===== src/rtl/button_debouncer_multi_if.sv =====
// button_debouncer_multi_if: bundles the pad inputs and the debounced outputs of
// button_debouncer_multi.
// Signalling: there is no valid/ready handshake. btn_in is an asynchronous level that
// is sampled freely. btn_level is a level. press_pulse, release_pulse and any_press
// are single-cycle strobes that are never high on two consecutive cycles.
interface button_debouncer_multi_if #(
    parameter int NUM_CH = 4
);
    logic [NUM_CH-1:0] btn_in;
    logic [NUM_CH-1:0] btn_level;
    logic [NUM_CH-1:0] press_pulse;
    logic [NUM_CH-1:0] release_pulse;
    logic              any_press;

    // Pad side / consumer side (testbench, game FSM wrapper)
    modport master (
        output btn_in,
        input  btn_level, press_pulse, release_pulse, any_press
    );

    // Debouncer side
    modport slave (
        input  btn_in,
        output btn_level, press_pulse, release_pulse, any_press
    );
endinterface


===== src/rtl/button_debouncer_multi.sv =====
// button_debouncer_multi: N-channel button debouncer.
// Each channel has a 2-FF synchroniser, polarity correction and an integrating counter
// that advances on a shared sample tick. The outputs are a clean level plus one-cycle
// press and release pulses.
// Optional feature macro: DEBOUNCE_AUTOREPEAT_EN. When it is defined, press pulses
// re-fire while a button is held: the first repeat comes REPEAT_DELAY ticks after the
// press, and later repeats come every REPEAT_RATE ticks.
module button_debouncer_multi #(
    parameter int NUM_CH         = 4,
    parameter int TICK_DIV       = 50000,
    parameter int STABLE_SAMPLES = 4,
    parameter int ACTIVE_LOW     = 0,
    parameter int REPEAT_DELAY   = 100,
    parameter int REPEAT_RATE    = 20
) (
    input  logic                    clk,
    input  logic                    rst,
    button_debouncer_multi_if.slave bus
);
    localparam int PW = $clog2(TICK_DIV);
    localparam int CW = $clog2(STABLE_SAMPLES + 1);
    // Pad value of a released button; the synchroniser resets to it so that
    // leaving reset never looks like an edge.
    localparam logic [NUM_CH-1:0] IDLE_PAD = (ACTIVE_LOW != 0) ? {NUM_CH{1'b1}} : {NUM_CH{1'b0}};

    // Reject nonsensical configurations at elaboration time
    if (NUM_CH < 1 || TICK_DIV < 2 || STABLE_SAMPLES < 1 || REPEAT_DELAY < 1 || REPEAT_RATE < 1) begin : g_param_check
        $error("button_debouncer_multi: illegal parameter value");
    end

    logic [PW-1:0]     presc;
    logic              tick;
    logic [NUM_CH-1:0] sync1;
    logic [NUM_CH-1:0] sync2;
    logic [NUM_CH-1:0] raw;
    logic [CW-1:0]     cnt [NUM_CH];
    logic [NUM_CH-1:0] level;
    logic [NUM_CH-1:0] press;
    logic [NUM_CH-1:0] rel;
    logic              any;
    logic [NUM_CH-1:0] flip;
    logic [NUM_CH-1:0] rep_fire;
    logic [NUM_CH-1:0] press_nxt;
    logic [NUM_CH-1:0] rel_nxt;

    assign tick = (presc == PW'(TICK_DIV - 1));
    assign raw  = sync2 ^ IDLE_PAD;

    // Shared prescaler: wraps at TICK_DIV-1 and produces a one-clock sample tick
    always_ff @(posedge clk or posedge rst) begin
        if (rst) begin
            presc <= '0;
        end else if (tick) begin
            presc <= '0;
        end else begin
            presc <= presc + PW'(1);
        end
    end

    // Two-flop synchroniser for the asynchronous pads
    always_ff @(posedge clk or posedge rst) begin
        if (rst) begin
            sync1 <= IDLE_PAD;
            sync2 <= IDLE_PAD;
        end else begin
            sync1 <= bus.btn_in;
            sync2 <= sync1;
        end
    end

    // A channel flips on the tick that completes STABLE_SAMPLES disagreeing samples
    always_comb begin
        flip = '0;
        for (int i = 0; i < NUM_CH; i++) begin
            flip[i] = tick && (raw[i] != level[i]) && (cnt[i] == CW'(STABLE_SAMPLES - 1));
        end
    end

    assign press_nxt = (flip & raw) | rep_fire;
    assign rel_nxt   = flip & ~raw;

    // Integrating counters: any agreeing sample discards the partial count
    always_ff @(posedge clk or posedge rst) begin
        if (rst) begin
            for (int i = 0; i < NUM_CH; i++) begin
                cnt[i] <= '0;
            end
        end else if (tick) begin
            for (int i = 0; i < NUM_CH; i++) begin
                if (raw[i] == level[i] || flip[i]) begin
                    cnt[i] <= '0;
                end else begin
                    cnt[i] <= cnt[i] + CW'(1);
                end
            end
        end
    end

    // Debounced level and registered event pulses; the pulse appears together with the new level
    always_ff @(posedge clk or posedge rst) begin
        if (rst) begin
            level <= '0;
            press <= '0;
            rel   <= '0;
            any   <= 1'b0;
        end else begin
            level <= level ^ flip;
            press <= press_nxt;
            rel   <= rel_nxt;
            any   <= |press_nxt;
        end
    end

`ifdef DEBOUNCE_AUTOREPEAT_EN
    localparam int RMAX = (REPEAT_DELAY > REPEAT_RATE) ? REPEAT_DELAY : REPEAT_RATE;
    localparam int RW   = $clog2(RMAX + 1);

    // rtmr counts ticks since the last press or repeat; rpt_armed marks that the first
    // repeat has fired, so the shorter REPEAT_RATE interval applies from then on.
    logic [RW-1:0]     rtmr [NUM_CH];
    logic [NUM_CH-1:0] rpt_armed;

    // Repeat fires on the tick where the held-time counter reaches its current interval
    always_comb begin
        rep_fire = '0;
        for (int i = 0; i < NUM_CH; i++) begin
            rep_fire[i] = tick && level[i] && !flip[i] &&
                          ((rtmr[i] + RW'(1)) == (rpt_armed[i] ? RW'(REPEAT_RATE) : RW'(REPEAT_DELAY)));
        end
    end

    // Repeat timers: idle while released and cleared on every level change
    always_ff @(posedge clk or posedge rst) begin
        if (rst) begin
            for (int i = 0; i < NUM_CH; i++) begin
                rtmr[i] <= '0;
            end
            rpt_armed <= '0;
        end else begin
            for (int i = 0; i < NUM_CH; i++) begin
                if (!level[i] || flip[i]) begin
                    rtmr[i]      <= '0;
                    rpt_armed[i] <= 1'b0;
                end else if (tick) begin
                    if (rep_fire[i]) begin
                        rtmr[i]      <= '0;
                        rpt_armed[i] <= 1'b1;
                    end else begin
                        rtmr[i] <= rtmr[i] + RW'(1);
                    end
                end
            end
        end
    end
`else
    assign rep_fire = '0;
`endif

    assign bus.btn_level     = level;
    assign bus.press_pulse   = press;
    assign bus.release_pulse = rel;
    assign bus.any_press     = any;
endmodule


===== src/flat_wrapper.sv =====
// flat-port wrapper written by rule: the top's interface ports become plain ports
module button_debouncer_multi_flat 
#(
    parameter int NUM_CH         = 4,
    parameter int TICK_DIV       = 50000,
    parameter int STABLE_SAMPLES = 4,
    parameter int ACTIVE_LOW     = 0,
    parameter int REPEAT_DELAY   = 100,
    parameter int REPEAT_RATE    = 20
)
  (clk, rst, bus_btn_in, bus_btn_level, bus_press_pulse, bus_release_pulse, bus_any_press);
  button_debouncer_multi_if #(.NUM_CH(NUM_CH)) bus_i ();
  input  logic clk;
  input  logic rst;
  input wire logic [$bits(bus_i.btn_in)-1:0] bus_btn_in;
  output wire logic [$bits(bus_i.btn_level)-1:0] bus_btn_level;
  output wire logic [$bits(bus_i.press_pulse)-1:0] bus_press_pulse;
  output wire logic [$bits(bus_i.release_pulse)-1:0] bus_release_pulse;
  output wire logic [$bits(bus_i.any_press)-1:0] bus_any_press;
  assign bus_i.btn_in = bus_btn_in;
  assign bus_btn_level = bus_i.btn_level;
  assign bus_press_pulse = bus_i.press_pulse;
  assign bus_release_pulse = bus_i.release_pulse;
  assign bus_any_press = bus_i.any_press;
  button_debouncer_multi #(.NUM_CH(NUM_CH), .TICK_DIV(TICK_DIV), .STABLE_SAMPLES(STABLE_SAMPLES), .ACTIVE_LOW(ACTIVE_LOW), .REPEAT_DELAY(REPEAT_DELAY), .REPEAT_RATE(REPEAT_RATE)) u_core (.clk(clk), .rst(rst), .bus(bus_i));
endmodule

===== config.mk =====
export PLATFORM = sky130hd
export DESIGN_NAME = button_debouncer_multi_flat
export DESIGN_NICKNAME = d
export VERILOG_FILES = /design/src/rtl/button_debouncer_multi_if.sv /design/src/rtl/button_debouncer_multi.sv /design/src/flat_wrapper.sv
export SDC_FILE = /design/constraint.sdc
export NUM_CORES = 1
export LEC_CHECK = 0
export CAP_MARGIN = 20
export CORE_UTILIZATION = 55
export DETAILED_ROUTE_END_ITERATION = 8
export PLACE_DENSITY = 0.87
export SLEW_MARGIN = 5
export SYNTH_ARGS = -nofsm -noshare
export SYNTH_HDL_FRONTEND = slang
export SYNTH_SLANG_ARGS = --single-unit

===== constraint.sdc =====
create_clock -name clk -period 2.1 [get_ports clk]
set_input_delay 0.21 -clock clk [delete_from_list [all_inputs] [get_ports clk]]
set_output_delay 0.21 -clock clk [all_outputs]
set_load 0.01 [all_outputs]

# Word level (Yosys, flattened, before mapping)
# Cells that the tools add are included.
[word_totals] in_bits=6 output_inout_bits=13 regBits=49 elab_cells=51
[classes] muxes=5 eq_ne=13 n_bitwise=4 n_addsub=5 reduce_logical=13
[op_table] cell="$add A16 B1 Y16 const B" n=1
[op_table] cell="$eq A16 B16 Y1 const B" n=1
[op_table] cell="$mux W16" n=1
[op_table] cell="$add A3 B1 Y3 const B" n=4
[op_table] cell="$eq A3 B2 Y1 const B" n=4
[op_table] cell="$mux W3" n=4
[op_table] cell="$and A4 B4 Y4" n=2
[op_table] cell="$logic_and A1 B1 Y1" n=8
[op_table] cell="$eq A1 B1 Y1" n=4
[op_table] cell="$logic_or A1 B1 Y1" n=4
[op_table] cell="$ne A1 B1 Y1" n=4
[op_table] cell="$not A4 Y4" n=1
[op_table] cell="$reduce_or A4 Y1" n=1
[op_table] cell="$xor A4 B4 Y4" n=1

# Longest topological paths before layout
# Gate-level depths: netlist of the first run.
[logic_depth] word_depth=5 depth_mapped=7 ltp_nobuf=5

# Worst setup path after synthesis of the first run
# No wires, ideal clock.
[synth_path] path_type="register to register" from="register u_core.presc[0]" to="register u_core.level[0], in the netlist u_core.bus.btn_level[0]" stages_incl_launch_ff=7 arrival_ns=1.484 setup_time_ns=0.125 n_path_buf=1 period_less_slack_ns=1.609 required_time_ns=1.975 slack_ns=0.491 cell_sequence="dfrtp_1 > ha_1 > and3_1 > and4_1 > buf_4 > nand2_1 > mux2_4"
[synth_via] elab_chain_len=4
[synth_rtl] element="start, declared" line="button_debouncer_multi.sv:31" rtl="logic [PW-1:0] presc;"
[synth_rtl] element="start signal, assigned" line="button_debouncer_multi.sv:56" rtl="presc <= presc + PW'(1);"
[synth_rtl] element="$eq A16 B16 Y1" line="button_debouncer_multi.sv:46" rtl="assign tick = (presc == PW'(TICK_DIV - 1));"
[synth_rtl] element="$logic_and A1 B1 Y1 (2 in a row)" line="button_debouncer_multi.sv:75" rtl="flip[i] = tick && (raw[i] != level[i]) && (cnt[i] == CW'(STABLE_SAMPLES - 1));"
[synth_rtl] element="$xor A4 B4 Y4" line="button_debouncer_multi.sv:107" rtl="level <= level ^ flip;"
[synth_rtl] element="end signal, assigned" line="button_debouncer_multi.sv:107"
[synth_rtl] element="end, declared" line="button_debouncer_multi.sv:37" rtl="logic [NUM_CH-1:0] level;"
# Every way passes these cells.
# A chain may end at the register's enable or synchronous reset.

# Worst setup path after layout of the first run
[layout_path] from="register u_core.presc[0]" to="register u_core.cnt[5] in the netlist's numbering"
[layout_via] elab_chain_len=5
[layout_rtl] element="$eq A16 B16 Y1 *" line="button_debouncer_multi.sv:46"
[layout_rtl] element="$logic_and A1 B1 Y1 (2 in a row)" line="button_debouncer_multi.sv:75"
[layout_rtl] element="$logic_or A1 B1 Y1" line="button_debouncer_multi.sv:90" rtl="if (raw[i] == level[i] || flip[i]) begin"
[layout_rtl] element="$mux W3" line="button_debouncer_multi.sv:90"
[layout_rtl] element="end signal, assigned by index" line="button_debouncer_multi.sv:93" rtl="cnt[i] <= cnt[i] + CW'(1);"
[layout_rtl] element="end, declared" line="button_debouncer_multi.sv:36" rtl="logic [CW-1:0] cnt [NUM_CH];"
# Every way passes the cells marked *; elsewhere a longest branch is shown, timed or not.

==> results of run 1 <==
-- flip-flops by register name, indices dropped and copies added, names as in the netlist --
register and count:
u_core.sync1 4, u_core.presc 16, u_core.bus.press_pulse 4, u_core.bus.release_pulse 4
u_core.raw 4, u_core.cnt 12, u_core.bus.btn_level 4, u_core.bus.any_press 1
-- path summary, 6_finish.rpt --
path                            depth (start not counted)                         to                      start
worst max-delay path                                    5  u_core.cnt[5]$_DFFE_PP0N_  u_core.presc[0]$_DFF_PP0_
worst min-delay path                                    1  u_core.sync1[2]$_DFF_PP0_              bus_btn_in[2]
worst max register to register                          5  u_core.cnt[5]$_DFFE_PP0N_  u_core.presc[0]$_DFF_PP0_
worst min register to register                          0    u_core.raw[2]$_DFF_PP0_  u_core.sync1[2]$_DFF_PP0_
max in group asynchronous                               3    u_core.raw[0]$_DFF_PP0_                        rst
min in group asynchronous                               3    u_core.raw[2]$_DFF_PP0_                        rst
-- metrics by stage --
| step | area (um^2) | total power (uW) |
|---|---|---|
| 6_report | 2460 | 1550 |
| 5_1_grt | 2460 | 1610 |
| 4_1_cts | 2460 | 1570 |
| 3_5_place_dp | 2370 | 1010 |
| 3_3_place_gp | 2370 | 1010 |
| 2_1_floorplan | 2110 | 994 |
-- critical path, cell delays in order (launching register included) --
cell and delay (ns):
dfrtp_1 0.41, ha_1 0.22, and3_1 0.25, nand4_2 0.26
buf_4 0.26, o41ai_1 0.37
-- layer usage --
| layer | part of all wire [%] | global-route usage [%] | vias to the layer above |
|---|---|---|---|
| met1 | 42 | 20.7 | 696 |
| li1 | - | - | 676 |
| met2 | 52 | 34.7 | 31 |
| met3 | 3.6 | 5.89 | 7 |
| met5 | 0 | 0 | - |
| met4 | 2.2 | 9.38 | 0 |
-- cells by family (layout without fill, tap and decap cells) --
group                      after synthesis  after routing  share of synthesized area (%)
and+or+nand+nor                         71             71                           19.6
DFF                                     49             49                           58.1
AOI/OAI and AO/OA                       21             21                           6.70
buffers and inverters                   13             41                           2.61
xor gates and xnor gates                12             12                           4.98
adders and majority gates                9              9                           5.34
muxes                                    4              4                           2.67
-- cell type report --
class | count | area [um^2] | area share, %
clock inverters | 3 | 21.3 | 0.863
multi-input cells | 117 | 828 | 33.6
repair buffers | 24 | 225 | 9.14
clock buffers | 5 | 68.8 | 2.79
inverters | 9 | 33.8 | 1.37
well taps | 48 | 60.1 | 2.44
flip-flops and latches | 49 | 1230 | 49.8
-- synthesized netlist by cell type --
cell type,n
xnor2_1,9
nand2b_1,6
mux2_4,3
or3_1,5
o31ai_1,4
xor2_1,3
o41ai_1,1
and4bb_2,2
clkbuf_1,1
and2_1,1
ha_1,9
nand2_1,15
mux2_2,1
buf_4,1
inv_1,9
nor3b_1,1
o211ai_1,1
and4b_1,1
nand3b_1,4
and4_1,3
a21oi_1,1
nand4_1,4
nand4_2,1
a41oi_1,1
buf_2,2
nand3_1,5
a21o_1,6
nor2_1,14
nor4b_4,1
o21ai_0,6
nor3_1,5
nand2_2,1
a31oi_1,1
and3_1,2
dfrtp_1,49
-- power by group --
part           leakage (uW)  switching [uW]  internal, uW  total [uW]
clock network     0.0000445             321           236         557
logic              0.000432            22.3          13.9        36.2
registers          0.000652            5.43           950         956
total               0.00113             348          1200        1550
==> qor.csv, run 1 <==
stage,metric,value,unit
run_status,status,"complete, no violations",
timing,final-max-slew-violation-count,0,
global_route,grt_overflow_total,0,
setup_path,cp_max_fo,12,
placement,gp_congestion,0.826,
clocking,hold_buffers,0,
power_and_ir_drop,power_density,629,nW/um^2
final_layout,post-route-util,67.3,%
timing,finalHoldViolations,0,
setup_path,cp.arrival,2.08,ns
clocking,clockBufferDepth,2,
setup_path,startpoint_type,flop,
placement,portBuffers,18,
timing,min_period_over_period,90.1,%
final_layout,antenna-diode-count,0,
logic_synthesis,avgSynthCellArea,11.8,um^2
drt,antenna_left,0,
timing,max-slew-margin-rel,61.0,%
global_route,grt_pass1_wl,5890,um
setup_path,crit_required,2.29,ns
floorplan,fp.dieW,63.9,um
timing,setup_viol,0,
global_route,grtUsageTotal,19.4,%
logic_synthesis,netlist.area_leader.share,58.1,%
timing,min_period,1.89,ns
clocking,cts-buffers-inserted,5,
floorplan,core_area,3660,um^2
floorplan,num_rows,22,
drt,wl_per_cell,13.5,um
floorplan,fp.dieH,63.9,um
placement,pre_cts_slack,0.216,ns
clocking,clock-sinks,49,
timing,setup_ws,0.209,ns
clocking,postCtsSetupRepairBufs,0,
logic_synthesis,ys_top_cells_by_area,"dfrtp_1, ha_1, xnor2_1",
logic_synthesis,syn_area,2110,um^2
setup_path,end_kind,flop,
logic_synthesis,ys_types,35,
power_and_ir_drop,p_leak,0.00113,uW
logic_synthesis,synth_cells,179,
logic_synthesis,seq_area_frac_synth,58.1,%
logic_synthesis,synth.largest_area_cell,dfrtp_1,
placement,dp_cells,247,
logic_synthesis,synthesis.nets,194,
drt,dr.first_iter.drc_count,89,
floorplan,die-area,4090,um^2
drt,dr.pass1.iters,4,
clocking,cts_resized,0,
global_route,grt_pass1_vias,1402,
final_layout,final_cells,255,
timing,skew,0.0135,ns
logic_synthesis,ys_warn_count,0,
clocking,cts_tree,built,
timing,tns,0,ns
logic_synthesis,ys_seq_elements,49,
final_layout,area_growth_syn_to_layout,16.8,%
timing,tightest_slew,0.585,ns
timing,fmax,529,MHz
drt,num_vias,1410,
job,drv_cap,0,
clocking,htreeDepth,2,
floorplan,ios,19,
drt,viasPerCell,5.53,
drt,drcViolationCount,0,
final_layout,fin_nets,221,
global_route,grt_max_degree,50,
floorplan,initial_core_util,57.6,%
setup_path,critical_path_class,reg2reg,
power_and_ir_drop,peakVddDrop,0.465,mV
final_layout,final_common_cell,dfrtp_1,
placement,dp_hpwl,2450,um
final_layout,num-fill-cells,263,
timing,timing.hold.ws,0.325,ns
global_route,antenna_found_initial,0,
final_layout,final_layout_size_suffix_gt1_share,11.6,%
setup_path,rrSetupSlack,0.21,ns
hold_path,holdCritPathClass,in2reg,
final_layout,final_cell_mix,"dfrtp_1, clkdlybuf4s50_1, nand2_1, nor2_1",
clocking,clk_pin_slew,0.10,ns
clocking,ctsRootBufferMaster,clkbuf_8,
drt,wirelength,3440,um
timing,rsz0062_at_grt,false,
clocking,clk_latency,0.31,ns
(Power assumes the default switching activity.)
==> run 2, diff against run 1 <==
--- a/config.mk
+++ b/config.mk
@@ -6,7 +6,9 @@
 export NUM_CORES = 1
 export LEC_CHECK = 0
 export CAP_MARGIN = 20
-export CORE_UTILIZATION = 55
+export CELL_PAD_IN_SITES_DETAIL_PLACEMENT = 0
+export CELL_PAD_IN_SITES_GLOBAL_PLACEMENT = 1
+export CORE_UTILIZATION = 45
 export DETAILED_ROUTE_END_ITERATION = 8
 export PLACE_DENSITY = 0.87
 export SLEW_MARGIN = 5
==> constraint.sdc (replaced) <==
create_clock -name clk -period 2 [get_ports clk]
set_input_delay 0.2 -clock clk [delete_from_list [all_inputs] [get_ports clk]]
set_output_delay 0.2 -clock clk [all_outputs]
set_load 0.01 [all_outputs]
==> qor.csv, run 2 (synthesis gave the netlist of run 1 again) <==
stage,metric,value,unit,change
run_status,status,finished with violations,,
run_status,violations,DRC,,
floorplan,fp.dieW,70.5,um,+10%
final_layout,post-route-util,56.1,%,-11 points
final_layout,final_cell_mix,"dfrtp_1, clkdlybuf4s50_1, nand2_1, nor2_1",,
power_and_ir_drop,p_int,1420,uW,+18%
power_and_ir_drop,peakVddDrop,0.448,mV,-3.7%
global_route,grt_overflow_total,0,,unchanged
setup_path,path_buf_inv,0,,-1
final_layout,antenna-diode-count,0,,unchanged
floorplan,num_rows,24,,+9.1%
drt,dr.first_iter.drc_count,104,,+17%
hold_path,holdCritPathClass,in2reg,,
drt,drcViolationCount,10,,+10
clocking,clk_latency,0.31,ns,about the same
power_and_ir_drop,p_clk_share,41.7,%,+5.7 points
timing,skew,0.00798,ns,-0.00556 ns
setup_path,critical_path_class,reg2reg,,
setup_path,critical_path.max_stage_delay,0.42,ns,about the same
clocking,cts-buffers-inserted,5,,unchanged
floorplan,initial_core_util,47.5,%,-10 points
setup_path,startpoint_type,flop,,
timing,final-max-slew-violation-count,0,,unchanged
power_and_ir_drop,power_density,717,nW/um^2,+14%
clocking,ctsRootBufferMaster,clkbuf_8,,
floorplan,ios,19,,unchanged
global_route,grt_max_degree,50,,unchanged
timing,min_period_over_period,93.8,%,+3.7 points
drt,viasPerCell,5.49,,-0.67%
drt,wl_per_cell,14.0,um,+3.8%
final_layout,largest_reg_flops,16,,unchanged
power_and_ir_drop,p_leak,0.00114,uW,+0.66%
setup_path,cp_max_fo,9,,-3
setup_path,path_cells,"ha_1, and3_1, and4_1, nand2_1, mux2_4",,
final_layout,area_growth_syn_to_layout,18.1,%,
clocking,clock-sinks,49,,unchanged
final_layout,fin_nets,220,,-0.45%
setup_path,crit_path_top_delay_cell,dfrtp_1,,
final_layout,final_layout_size_suffix_gt1_share,11.2,%,-0.43 points
clocking,clk_pin_slew,0.09,ns,about the same
power_and_ir_drop,power_frac_seq,56.2,%,-5.5 points
final_layout,final_cells,258,,+1.2%
power_and_ir_drop,swShare,20.5,%,-2.0 points
placement,dp_hpwl,2510,um,+2.3%
floorplan,die-area,4970,um^2,+21%
final_layout,reg.largest.list,"u_core.presc x16, u_core.cnt x12",,
final_layout,num-fill-cells,400,,+52%
timing,max-slew-margin-rel,60.1,%,-0.89 points
global_route,grtUsageTotal,16.7,%,-2.7 points
setup_path,end_kind,flop,,
power_and_ir_drop,p_switching,366,uW,+5.2%
global_route,antenna_found_initial,0,,unchanged
drt,antenna_left,0,,unchanged
timing,min_period,1.88,ns,-0.0159 ns
clocking,clockBufferDepth,2,,unchanged
placement,gp_congestion,0.819,,-0.85%
job,drv_cap,0,,unchanged
timing,fmax,533,MHz,+0.85%
clocking,cts_resized,0,,unchanged
timing,rsz0062_at_grt,false,,
timing,tns,0,ns,unchanged
global_route,grt_pass1_wl,6330,um,+7.6%
drt,dr.pass1.iters,6,,+2
setup_path,crit_required,2.20,ns,-0.09 ns
timing,setup_viol,0,,unchanged
timing,tightest_slew,0.598,ns,+0.0133 ns
power_and_ir_drop,combPwrFrac,2.2,%,about the same
final_layout,top_register,u_core.presc,,
final_layout,final_common_cell,dfrtp_1,,
global_route,grt_pass1_vias,1432,,+2.1%
floorplan,core_area,4440,um^2,+21%
clocking,postCtsSetupRepairBufs,0,,unchanged
timing,finalHoldViolations,0,,unchanged
clocking,htreeDepth,2,,unchanged
setup_path,cp_top_family,simple AND/OR/NAND/NOR gates,,
drt,wirelength,3620,um,+5.1%
drt,num_vias,1417,,+0.50%
floorplan,fp.dieH,70.5,um,+10%
clocking,cts_tree,built,,
placement,dp_cells,250,,+1.2%
setup_path,cp.arrival,2.08,ns,about the same
clocking,hold_buffers,0,,unchanged
placement,portBuffers,18,,unchanged
## run 2: layout make-up
type / instances / area (um^2) / share of cell area [%]
Clock buffer: 6 / 82.6 / 3.31
Inverter: 9 / 33.8 / 1.36
Clock inverter: 2 / 37.5 / 1.51
Multi-Input combinational cell: 117 / 828 / 33.2
Timing Repair Buffer: 23 / 218 / 8.74
Sequential cell: 49 / 1230 / 49.2
Tap cell: 52 / 65.1 / 2.61
## run 2: power by group through the flow
| stage | clock [uW] | sequential (uW) | combinational [uW] |
|---|---|---|---|
| detailed placement | 0 | 1020 | 40.0 |
| global placement | 0 | 1020 | 39.1 |
| finish | 744 | 1000 | 38.4 |
| floorplan | 0 | 1020 | 22.2 |
| CTS | 763 | 1000 | 40.1 |
| global route | 800 | 1000 | 45.0 |
## run 2: metal layers
layer	GRT usage (%)	part of all wire, %	vias to the layer above
li1	-	-	671
met3	6.49	5.0	7
met5	0	0	-
met1	19.6	44	705
met2	27.5	49	34
met4	6.58	1.9	0
## run 2: per-stage QoR
| stage | total power [uW] | cell area [um^2] | setup slack (ns) | hold slack, ns |
|---|---|---|---|---|
| 6_report | 1790 | 2490 | 0.125 | 0.327 |
| 5_1_grt | 1850 | 2490 | 0.0152 | 0.310 |
| 4_1_cts | 1810 | 2490 | 0.107 | 0.315 |
| 3_5_place_dp | 1060 | 2370 | 0.107 | 0.336 |
| 3_3_place_gp | 1060 | 2370 | 0.206 | 0.333 |
| 2_1_floorplan | 1040 | 2110 | 0.391 | 0.231 |
## run 2: path summary, 6_finish.rpt
path / cells after the start / slack, ns / start / to
worst min-delay path: 1 / 0.33 / bus_btn_in[2] / u_core.sync1[2]$_DFF_PP0_
worst max-delay path: 5 / 0.12 / u_core.presc[0]$_DFF_PP0_ / u_core.bus.btn_level[1]$_DFF_PP0_
min in group asynchronous: 3 / 0.35 / rst / u_core.raw[2]$_DFF_PP0_
max in group asynchronous: 3 / 1.23 / rst / u_core.bus.release_pulse[0]$_DFF_PP0_
worst min register to register: 0 / 0.35 / u_core.sync1[1]$_DFF_PP0_ / u_core.raw[1]$_DFF_PP0_
worst max register to register: 5 / 0.12 / u_core.presc[0]$_DFF_PP0_ / u_core.bus.btn_level[1]$_DFF_PP0_
==> run 3, diff against run 2 <==
--- a/config.mk
+++ b/config.mk
@@ -11,7 +11,6 @@
 export CORE_UTILIZATION = 45
 export DETAILED_ROUTE_END_ITERATION = 8
 export PLACE_DENSITY = 0.87
-export SLEW_MARGIN = 5
 export SYNTH_ARGS = -nofsm -noshare
 export SYNTH_HDL_FRONTEND = slang
 export SYNTH_SLANG_ARGS = --single-unit
==> results of run 3 <==
The final DEF is identical to that of run 2; final timing and power are the same.
